## config.mk

```make
export PLATFORM = sky130hd
export DESIGN_NAME = multi_pulse_counter
export DESIGN_NICKNAME = d
export VERILOG_FILES = /design/src/rtl/multi_pulse_counter_pkg.sv /design/src/rtl/multi_pulse_counter_chan.sv /design/src/rtl/multi_pulse_counter.sv
export SDC_FILE = /design/constraint.sdc
export NUM_CORES = 1
export LEC_CHECK = 0
export CORE_UTILIZATION = 55
export CTS_BUF_LIST = sky130_fd_sc_hd__clkbuf_2
export CTS_CLUSTER_DIAMETER = 100
export DETAILED_ROUTE_END_ITERATION = 16
export DONT_BUFFER_PORTS = 1
export GPL_TIMING_DRIVEN = 0
export PLACE_DENSITY = 0.7
export SETUP_SLACK_MARGIN = 0.02
export SLEW_MARGIN = 20
export SYNTH_ARGS = -nofsm -noshare
export SYNTH_HDL_FRONTEND = slang
export SYNTH_SLANG_ARGS = --single-unit
```

## constraint.sdc

```tcl
create_clock -name clk -period 7.45 [get_ports clk]
set_input_delay 1.1175 -clock clk [delete_from_list [all_inputs] [get_ports clk]]
set_output_delay 1.1175 -clock clk [all_outputs]
set_load 0.02 [all_outputs]
```

## src/rtl/multi_pulse_counter_pkg.sv

```systemverilog
// Shared types and helpers for the windowed multi-channel pulse counter.
// Latency: n/a (types and pure functions only).
// Backpressure: n/a.
package multi_pulse_counter_pkg;

    // Top-level control state: IDLE holds everything cleared, RUN counts.
    typedef enum logic {
        IDLE = 1'b0,
        RUN  = 1'b1
    } state_t;

    // Counter behaviour on an increment at full scale.
    localparam int MODE_WRAP = 0;
    localparam int MODE_SAT  = 1;

    // What a channel counter does this cycle.
    typedef enum logic [1:0] {
        CNT_HOLD  = 2'd0,
        CNT_INCR  = 2'd1,
        CNT_CLEAR = 2'd2
    } cnt_op_t;

    typedef struct packed {
        cnt_op_t op;
        logic    ovf;
    } cnt_dec_t;

    // Decide the counter's next value and whether this cycle overflows.
    // Kept width-agnostic: the caller supplies "already at max" so one
    // function serves every counter width.
    function automatic cnt_dec_t cnt_decide(input logic inc,
                                            input logic at_max,
                                            input logic sat);
        cnt_dec_t d;
        d.op  = CNT_HOLD;
        d.ovf = 1'b0;
        if (inc) begin
            if (at_max) begin
                d.ovf = 1'b1;
                d.op  = sat ? CNT_HOLD : CNT_CLEAR;
            end else begin
                d.op  = CNT_INCR;
            end
        end
        return d;
    endfunction

endpackage

```

## src/rtl/multi_pulse_counter_chan.sv

```systemverilog
// One pulse-counter channel: counts strobes, sticky overflow, sat/wrap at full scale.
// Latency: inc -> cnt 1 cycle; cnt_nxt/ovf_nxt are the combinational post-increment view.
// Backpressure: none; every strobe while counting is taken, clr/take zero the state.
module pulse_cnt_chan
    import multi_pulse_counter_pkg::*;
#(
    parameter int CNT_W    = 16,
    parameter int SAT_MODE = MODE_SAT
) (
    input  logic             clk,
    input  logic             rst,
    input  logic             clr,
    input  logic             take,
    input  logic             inc,
    output logic [CNT_W-1:0] cnt,
    output logic [CNT_W-1:0] cnt_nxt,
    output logic             ovf,
    output logic             ovf_nxt
);

    cnt_dec_t dec;

    // Next count and overflow including this cycle's strobe; the top snapshots these on the terminal cycle.
    always_comb begin
        dec     = cnt_decide(inc, (cnt == {CNT_W{1'b1}}), (SAT_MODE != MODE_WRAP));
        cnt_nxt = cnt;
        case (dec.op)
            CNT_INCR:  cnt_nxt = cnt + CNT_W'(1);
            CNT_CLEAR: cnt_nxt = '0;
            default:   cnt_nxt = cnt;
        endcase
        ovf_nxt = ovf | dec.ovf;
    end

    // Counter and sticky overflow; a window boundary restarts from zero so the boundary pulse lands only in the snapshot.
    always_ff @(posedge clk or posedge rst) begin
        if (rst) begin
            cnt <= '0;
            ovf <= 1'b0;
        end else if (clr || take) begin
            cnt <= '0;
            ovf <= 1'b0;
        end else begin
            cnt <= cnt_nxt;
            ovf <= ovf_nxt;
        end
    end

endmodule

```

## src/rtl/multi_pulse_counter.sv

```systemverilog
// Windowed N-channel pulse counter: counts strobes per channel, snapshots and clears at each window end.
// Latency: pulse_in -> live_cnt 1 cycle; terminal cycle -> snap_valid/snap_data 1 cycle.
// Backpressure: none; snap_valid is a one-cycle strobe, the reader must sample it when it fires.
module multi_pulse_counter
    import multi_pulse_counter_pkg::*;
#(
    parameter int N_CH     = 4,
    parameter int CNT_W    = 16,
    parameter int WIN_W    = 24,
    parameter int SAT_MODE = MODE_SAT
) (
    input  logic                  clk,
    input  logic                  rst,
    input  logic                  capture_en,
    input  logic [N_CH-1:0]       pulse_in,
    input  logic [WIN_W-1:0]      win_len,
    output logic [N_CH*CNT_W-1:0] live_cnt,
    output logic [N_CH*CNT_W-1:0] snap_data,
    output logic [N_CH-1:0]       snap_ovf,
    output logic                  snap_valid,
    output logic [WIN_W-1:0]      win_timer,
    output logic                  busy
);

    state_t                  state;
    state_t                  state_nxt;
    logic                    count_en;
    logic                    terminal;
    logic                    take;
    logic                    load_len;
    logic [WIN_W-1:0]        win_len_q;
    logic [N_CH*CNT_W-1:0]   cnt_nxt_bus;
    logic [N_CH-1:0]         ovf_bus;
    logic [N_CH-1:0]         ovf_nxt_bus;

    // A zero window length means free-running: no terminal cycle ever.
    assign terminal = (win_len_q != '0) && (win_timer == (win_len_q - WIN_W'(1)));

    // Control FSM: next state plus the per-cycle count/snapshot/load decisions.
    always_comb begin
        state_nxt = state;
        count_en  = 1'b0;
        take      = 1'b0;
        load_len  = 1'b0;
        busy      = 1'b0;
        case (state)
            IDLE: begin
                if (capture_en) begin
                    state_nxt = RUN;
                    load_len  = 1'b1;
                end
            end
            RUN: begin
                busy = 1'b1;
                if (capture_en) begin
                    count_en = 1'b1;
                    take     = terminal;
                    load_len = terminal;
                end else begin
                    state_nxt = IDLE;
                end
            end
            default: state_nxt = IDLE;
        endcase
    end

    // State register.
    always_ff @(posedge clk or posedge rst) begin
        if (rst) begin
            state <= IDLE;
        end else begin
            state <= state_nxt;
        end
    end

    // Window timer and latched window length; a new length only takes effect at RUN entry or a boundary.
    always_ff @(posedge clk or posedge rst) begin
        if (rst) begin
            win_timer <= '0;
            win_len_q <= '0;
        end else begin
            if (load_len) begin
                win_len_q <= win_len;
            end
            if (!count_en || take) begin
                win_timer <= '0;
            end else begin
                win_timer <= win_timer + WIN_W'(1);
            end
        end
    end

    // Snapshot registers: hold the last complete window until the next boundary.
    always_ff @(posedge clk or posedge rst) begin
        if (rst) begin
            snap_data  <= '0;
            snap_ovf   <= '0;
            snap_valid <= 1'b0;
        end else begin
            snap_valid <= take;
            if (take) begin
                snap_data <= cnt_nxt_bus;
                snap_ovf  <= ovf_nxt_bus;
            end
        end
    end

    for (genvar i = 0; i < N_CH; i++) begin : g_chan
        pulse_cnt_chan #(
            .CNT_W    (CNT_W),
            .SAT_MODE (SAT_MODE)
        ) u_chan (
            .clk     (clk),
            .rst     (rst),
            .clr     (!count_en),
            .take    (take),
            .inc     (count_en && pulse_in[i]),
            .cnt     (live_cnt[i*CNT_W +: CNT_W]),
            .cnt_nxt (cnt_nxt_bus[i*CNT_W +: CNT_W]),
            .ovf     (ovf_bus[i]),
            .ovf_nxt (ovf_nxt_bus[i])
        );
    end

endmodule

```

==> results of run 1 <==
## metal layers
metal  global-route usage, %  part of all wire (%)  wire [um]
met4                    8.18                   2.2        528
met1                    34.6                    43      10200
met5                       0                 0.047         11
met2                    43.4                    47      11100
met3                    8.48                   7.5       1780
## registers in the layout, indices dropped and copies added (netlist names)
signal             cells
win_len_q             24
win_timer             24
state                  1
g_chan.u_chan.ovf      4
g_chan.u_chan.cnt     64
snap_valid             1
snap_ovf               4
snap_data             64
## logic make-up (layout without fill, tap and decap cells)
kind of cell / Yosys count / after routing / share of synthesized area [%]
compound gates: 83 / 83 / 6.01
xor+xnor: 114 / 114 / 10.3
fa+ha+maj: 7 / 7 / 0.900
buf+inv: 115 / 148 / 6.00
flops: 186 / 186 / 47.8
mux: 73 / 73 / 7.84
other cells: 0 / 1 / 0
simple gates: 378 / 378 / 21.2
## layout make-up
cell class	instances	area share (%)
clock buffers	17	0.826
well taps	225	2.73
diodes	1	0.0243
multi-input cells	655	43.7
plain buffers	59	3.63
clock inverters	15	1.53
flip-flops and latches	186	45.2
inverters	56	2.11
repair buffers	1	0.267
## synthesized netlist by cell type (27+ instances only)
cell	n	share of area, %
sky130_fd_sc_hd__inv_1	56	2.2
sky130_fd_sc_hd__and2_1	34	2.2
sky130_fd_sc_hd__nand4_1	27	1.7
sky130_fd_sc_hd__and3_1	48	3.1
sky130_fd_sc_hd__xnor2_1	58	5.2
sky130_fd_sc_hd__clkbuf_1	35	1.3
sky130_fd_sc_hd__nor2_1	42	1.6
sky130_fd_sc_hd__dfrtp_1	186	48
sky130_fd_sc_hd__nand2_1	67	2.6
sky130_fd_sc_hd__nor3_1	79	4.1
sky130_fd_sc_hd__xor2_1	56	5.0
sky130_fd_sc_hd__mux2i_1	47	4.8
## power groups by stage
stage | sequential (mW) | clock, mW | combinational [mW]
after global routing | 1.06 | 0.580 | 0.203
after floorplan | 1.06 | 0 | 0.138
after CTS | 1.06 | 0.540 | 0.181
final | 1.06 | 0.522 | 0.182
after global placement | 1.07 | 0 | 0.175
after detailed placement | 1.07 | 0 | 0.180
## worst max-delay path, delay by kind of cell (launching register included)
| family | cells | cell delay, ps |
|---|---|---|
| simple gates | 5 | 1900 |
| compound gates | 1 | 770 |
| flops | 1 | 510 |
| buf+inv | 2 | 470 |
| fa+ha+maj | 1 | 260 |
| xor+xnor | 1 | 170 |
## metrics by stage
stage	std cells	setup TNS [ps]	power (mW)	hold WS (ps)	util, %
2_1_floorplan	956	0	1.20	496	-
3_3_place_gp	1181	-124820	1.25	516	57.9
6_report	1215	0	1.76	214	59.6
4_1_cts	1214	0	1.78	184	59.5
5_1_grt	1215	0	1.84	175	59.6
3_5_place_dp	1182	0	1.25	528	58.1
## how the worst max path moves through the flow
stage | start | to | slack (ps) | cells after the start
4_1_cts | win_len_q[0] | g_chan[3].u_chan.cnt[14] | 2930 | 10
3_3_place_gp | rst | win_len_q[9] | -690 | 1
2_1_floorplan | rst | g_chan[0].u_chan.cnt[0] | 1280 | 1
3_5_place_dp | win_len_q[0] | g_chan[3].u_chan.cnt[11] | 2980 | 10
5_1_grt | win_len_q[10] | g_chan[3].u_chan.cnt[14] | 3120 | 10
6_report | win_len_q[0] | g_chan[3].u_chan.cnt[14] | 3280 | 10
==> flow_metrics.py, run 1 <==
metrics = {
    "power_and_ir_drop": {
        "power_switching_mw": 0.532,
        "comb_power_share_pct": 10.3,
        "pwr-share-seq_pct": 60.0,
        "leakagePower_nw": 4.55,
        "power_per_cell_area_mw_per_mm2": 171,
        "power_switching_share_pct": 30.2,
        "clock_share_of_power_pct": 29.6,
        "power.internal_mw": 1.23,
        "max-vdd-ir-drop_mv": 0.108,
    },
    "routing": {
        "routedWlPerCell_um": 19.5,
        "wirelength_um": 23600,
        "via_per_inst": 5.79,
        "drc": 0,
        "via_count": 7037,
        "drt-pass1-iter-count": 5,
        "ant_nets": 0,
        "detail_route.iter0.violations": 416,
    },
    "cells_and_area": {
        "filler_cell_count": 1494,
        "register_area_mm2": 0.00465,
        "num-nets-final": 1014,
        "most-common-layout-cells": "sky130_fd_sc_hd__dfrtp_1, sky130_fd_sc_hd__nor3_1, sky130_fd_sc_hd__nand2_1",
        "final_area_mm2": 0.0103,
        "final_layout_size_suffix_gt1_share_pct": 9.61,
        "multiInputGateArea_mm2": 0.00450,
        "flow.area_growth_from_synthesis_pct": 5.82,
        "mostFrequentLayoutCell": "sky130_fd_sc_hd__dfrtp_1",
    },
    "floorplan": {
        "dieWidth_um": 135,
        "fp.coreArea_mm2": 0.0173,
        "dieHeight_um": 135,
        "placementRows": 48,
        "dieArea_mm2": 0.0182,
        "floorplan.initialDensity_pct": 56.3,
        "io_pins": 189,
    },
    "global_route": {
        "grt_usage_pct": 26.9,
        "wire_length_of_the_first_global_routing_pass_um": 37700,
        "grt_start_max_net_pins": 102,
        "grt_pass1_vias": 6912,
        "antenna_found_initial": 2,
        "grt_overflow": 0,
    },
    "place": {
        "place.gp.congestion": 0.933,
        "dp_hpwl_um": 17200,
        "io_buffer_count": 0,
        "post-place-ws_ps": 2980,
        "placement.cell_area_mm2": 0.0101,
    },
    "sta": {
        "rsz0062_at_grt": "no",
        "crit_path_time_final_ps": 4170,
        "setup_slack_ps": 3280,
        "worst_max_slew_pin_slew_ps": 1030,
        "slew_viol_final": 0,
        "timing.max_slew.rel_slack_pct": 30.9,
        "layout_worst_path_cycle_share_pct": 56.0,
        "fmax_mhz": 240,
        "final-hold-violation-count": 0,
        "worst_clock_skew_ps": 47.7,
        "final_setup_violations": 0,
    },
    "synth": {
        "synth_seq_area_share_pct": 47.8,
        "netlist-cell-type-count": 57,
        "synth_cells": 956,
        "yosys_most_used_dff": "sky130_fd_sc_hd__dfrtp_1",
        "synth.cell_area_mm2": 0.00974,
        "syn-mean-instance-area_um2": 10.2,
        "synth.net_count": 994,
        "synth-edff-count": 0,
        "synthArstFlopShare_pct": 100,
        "post_synthesis_sequential_element_count": 186,
        "yosys_warnings": 0,
    },
    "worst_setup_path": {
        "critPathCaptureType": "flip-flop",
        "cp_slowest_cell": "sky130_fd_sc_hd__a31oi_1",
        "worst_setup_path_start_kind": "flip-flop",
        "r2r_start": "win_len_q[0]",
        "path_max_fanout": 10,
        "critical-path-max-stage-delay_ps": 770,
        "rr_worst_depth": 10,
        "critical_path_arrival_ps": 4840,
        "capturing_point_of_the_worst_reg2reg_path": "g_chan[3].u_chan.cnt[14]",
        "cp_cell_sequence": "inv_1 > ha_1 > nor3b_2 > and4b_1 > xor2_1 > nand4_1 > a31oi_1 > nand3_1 > clkbuf_1 > and3_1",
        "crit_required_ps": 8110,
        "worst-setup-path-type": "reg -> reg",
        "ff2ff_setup_slack_ps": 3280,
    },
    "clock_tree": {
        "root_buffer": "sky130_fd_sc_hd__clkbuf_2",
        "post_cts.repair.setup_buffers": 0,
        "inserted_clock_buffers": 17,
        "clk-insertion-delay-late_ps": 780,
        "max-clock-path-buffers": 2,
        "hold_fix_buffers_at_cts": 0,
        "clkSinkCount": 186,
        "cts_resized": 0,
        "tritoncts": "built",
        "clk_pin_slew_ps": 310,
        "htree_num_levels": 4,
    },
    "min_path": {
        "hold_path.class": "in -> async",
    },
    "job": {
        "maxCapViolCount": 0,
    },
    "outcome": {
        "status": "complete, no violations",
    },
}
No activity file was read; power rests on OpenSTA's default activity.
==> inputs of run 2 (changes only) <==
==> constraint.sdc (replaced) <==
create_clock -name clk -period 4.3 [get_ports clk]
set_input_delay 0.645 -clock clk [delete_from_list [all_inputs] [get_ports clk]]
set_output_delay 0.645 -clock clk [all_outputs]
set_load 0.02 [all_outputs]
==> run 2 against run 1 <==
  * Critical path depth up 3
  * Maximum frequency up 5.6%
  * Largest power group unchanged
  * Via count up 3.5%
  * Critical endpoint is now snap_data[38]
  * Largest cell class unchanged
  * Design area up 2.7%
==> flow_metrics.py, run 2 (synthesis gave the netlist of run 1 again) <==
metrics = {
    "power_and_ir_drop": {
        "leakagePower_nw": 4.66,
        "power_per_cell_area_mw_per_mm2": 296,
        "max-vdd-ir-drop_mv": 0.178,
    },
    "clock_tree": {
        "clk_pin_slew_ps": 260,
        "tritoncts": "built",
        "clk-insertion-delay-late_ps": 770,
        "clkSinkCount": 186,
        "root_buffer": "sky130_fd_sc_hd__clkbuf_2",
        "htree_num_levels": 4,
        "inserted_clock_buffers": 17,
        "max-clock-path-buffers": 2,
    },
    "floorplan": {
        "dieHeight_um": 135,
        "dieArea_mm2": 0.0182,
        "floorplan.initialDensity_pct": 56.3,
        "io_pins": 189,
        "fp.coreArea_mm2": 0.0173,
        "dieWidth_um": 135,
        "placementRows": 48,
    },
    "worst_setup_path": {
        "worst-setup-path-type": "reg -> reg",
        "critPathCaptureType": "flip-flop",
        "worst_setup_path_start_kind": "flip-flop",
        "path_max_fanout": 10,
        "ff2ff_setup_slack_ps": 350,
        "crit_required_ps": 4970,
        "critical_path_arrival_ps": 4620,
    },
    "sta": {
        "fmax_mhz": 253,
        "worst_max_slew_pin_slew_ps": 842,
        "rsz0062_at_grt": "no",
        "crit_path_time_final_ps": 3950,
        "slew_viol_final": 0,
        "final-hold-violation-count": 0,
        "layout_worst_path_cycle_share_pct": 91.8,
        "final_setup_violations": 0,
        "timing.max_slew.rel_slack_pct": 43.2,
        "worst_clock_skew_ps": 43.9,
    },
    "cells_and_area": {
        "flow.area_growth_from_synthesis_pct": 8.66,
        "num-nets-final": 1036,
        "final_layout_size_suffix_gt1_share_pct": 9.80,
        "multiInputGateArea_mm2": 0.00451,
        "mostFrequentLayoutCell": "sky130_fd_sc_hd__dfrtp_1",
        "post-route-util_pct": 61.2,
        "most-common-layout-cells": "sky130_fd_sc_hd__dfrtp_1, sky130_fd_sc_hd__nor3_1, sky130_fd_sc_hd__nand2_1",
        "register_area_mm2": 0.00465,
        "layoutNonFillerInstCount": 1236,
        "reg_top3": "g_chan.u_chan.cnt: 64 flops, snap_data: 64 flops",
        "filler_cell_count": 1483,
    },
    "routing": {
        "ant_nets": 0,
        "highest-signal-layer": "met5",
        "wirelength_um": 24400,
        "via_count": 7284,
        "total_met3_wirelength_after_detailed_routing_um": 1950,
        "via_per_inst": 5.89,
        "wl_met2_um": 11700,
        "drc": 0,
        "drt-pass1-iter-count": 5,
        "routedWlPerCell_um": 19.7,
        "wl_met1_um": 10300,
        "detail_route.iter0.violations": 425,
    },
    "place": {
        "io_buffer_count": 0,
        "place.gp.congestion": 0.882,
        "dp_hpwl_um": 17700,
        "numPlacedInstances": 1186,
    },
    "global_route": {
        "wire_length_of_the_first_global_routing_pass_um": 39200,
        "antenna_found_initial": 2,
        "grt_usage_pct": 27.8,
        "grt_start_max_net_pins": 35,
        "grt_pass1_vias": 7192,
        "grt_overflow": 0,
    },
    "min_path": {
        "hold_path.class": "in -> reg",
    },
    "job": {
        "maxCapViolCount": 0,
    },
    "outcome": {
        "status": "complete, no violations",
    },
}
==> run 2: repair_timing <==
item | 4_1_cts | 5_1_grt
endpoints found under the setup margin | 75 | 21
hold buffers | 18 | 0
pin swaps | 0 | 0
setup buffers | 0 | 0
endpoints found under the hold margin | 41 | 0
gates resized for setup | 1 | 2
==> run 2: per-stage QoR <==
| step | total power, mW | instance area, um^2 | TNS [ps] | setup WS, ps | hold WS (ps) |
|---|---|---|---|---|---|
| 2_1_floorplan | 2.08 | 9740 | 0 | 1030 | 496 |
| 3_3_place_gp | 2.16 | 10000 | -2320 | -128 | 515 |
| 3_5_place_dp | 2.18 | 10100 | -2080 | -123 | 521 |
| 4_1_cts | 3.15 | 10600 | 0 | 201 | 3.09 |
| 5_1_grt | 3.27 | 10600 | 0 | 154 | 4.56 |
| 6_report | 3.13 | 10600 | 0 | 351 | 69.6 |
==> run 2: cell type report <==
| cell class | instances | area share [%] |
|---|---|---|
| diodes | 1 | 0.0237 |
| clock buffers | 19 | 0.899 |
| well taps | 225 | 2.66 |
| flip-flops and latches | 186 | 44.0 |
| inverters | 56 | 2.02 |
| plain buffers | 59 | 3.54 |
| repair buffers | 23 | 2.65 |
| clock inverters | 12 | 1.54 |
| multi-input cells | 655 | 42.7 |
==> run 2: where the power goes <==
part,leakage [nW],internal (mW),switching (mW),total [mW]
Clock,0.147,0.334,0.628,0.962
Sequential,2.33,1.78,0.0448,1.83
Combinational,2.18,0.125,0.215,0.339
Total,4.66,2.24,0.888,3.13
==> run 2: worst max-delay path, stage by stage (launching register included) <==
cell and delay, ps:
sky130_fd_sc_hd__dfrtp_1 530, sky130_fd_sc_hd__inv_1 140, sky130_fd_sc_hd__ha_1 270, sky130_fd_sc_hd__nor3b_2 600
sky130_fd_sc_hd__and2_0 200, sky130_fd_sc_hd__buf_2 170, sky130_fd_sc_hd__a21oi_1 100, sky130_fd_sc_hd__nor3b_1 290
sky130_fd_sc_hd__and4_1 230, sky130_fd_sc_hd__clkbuf_1 370, sky130_fd_sc_hd__and3_1 230, sky130_fd_sc_hd__buf_4 180
sky130_fd_sc_hd__buf_4 210, sky130_fd_sc_hd__mux2_2 340
==> run 2: path summary, 6_finish.rpt <==
path                                      start             to  depth (start not counted)
max reg2reg                        win_len_q[0]  snap_data[38]                         13
min reg2reg                g_chan[1].u_chan.ovf    snap_ovf[1]                          2
min in group asynchronous                   rst  snap_data[57]                          2
min                                  win_len[0]   win_len_q[0]                          2
max                                win_len_q[0]  snap_data[38]                         13
max in group asynchronous                   rst   win_timer[3]                          4
==> run 2: routing by layer <==
metal  GRT usage (%)  vias up
met5               0        -
met4            7.12        2
met3            9.68       30
met2            44.4      236
met1            36.0     3597
li1                -     3419
==> inputs of run 3 (changes only) <==
--- a/config.mk
+++ b/config.mk
@@ -7,7 +7,6 @@
 export LEC_CHECK = 0
 export CORE_UTILIZATION = 55
 export CTS_BUF_LIST = sky130_fd_sc_hd__clkbuf_2
-export CTS_CLUSTER_DIAMETER = 100
 export DETAILED_ROUTE_END_ITERATION = 16
 export DONT_BUFFER_PORTS = 1
 export GPL_TIMING_DRIVEN = 0
==> constraint.sdc (replaced) <==
create_clock -name clk -period 4.3 [get_ports clk]
set_input_delay 0.645 -clock clk [delete_from_list [all_inputs] [get_ports clk]]
set_output_delay 0.645 -clock clk [all_outputs]
set_load 0.005 [all_outputs]
==> results of run 3 <==
Same layout as run 2 (identical final DEF). Status: complete, no violations.
Main changes from that run: setup slack after placement -123 ps -> -115 ps
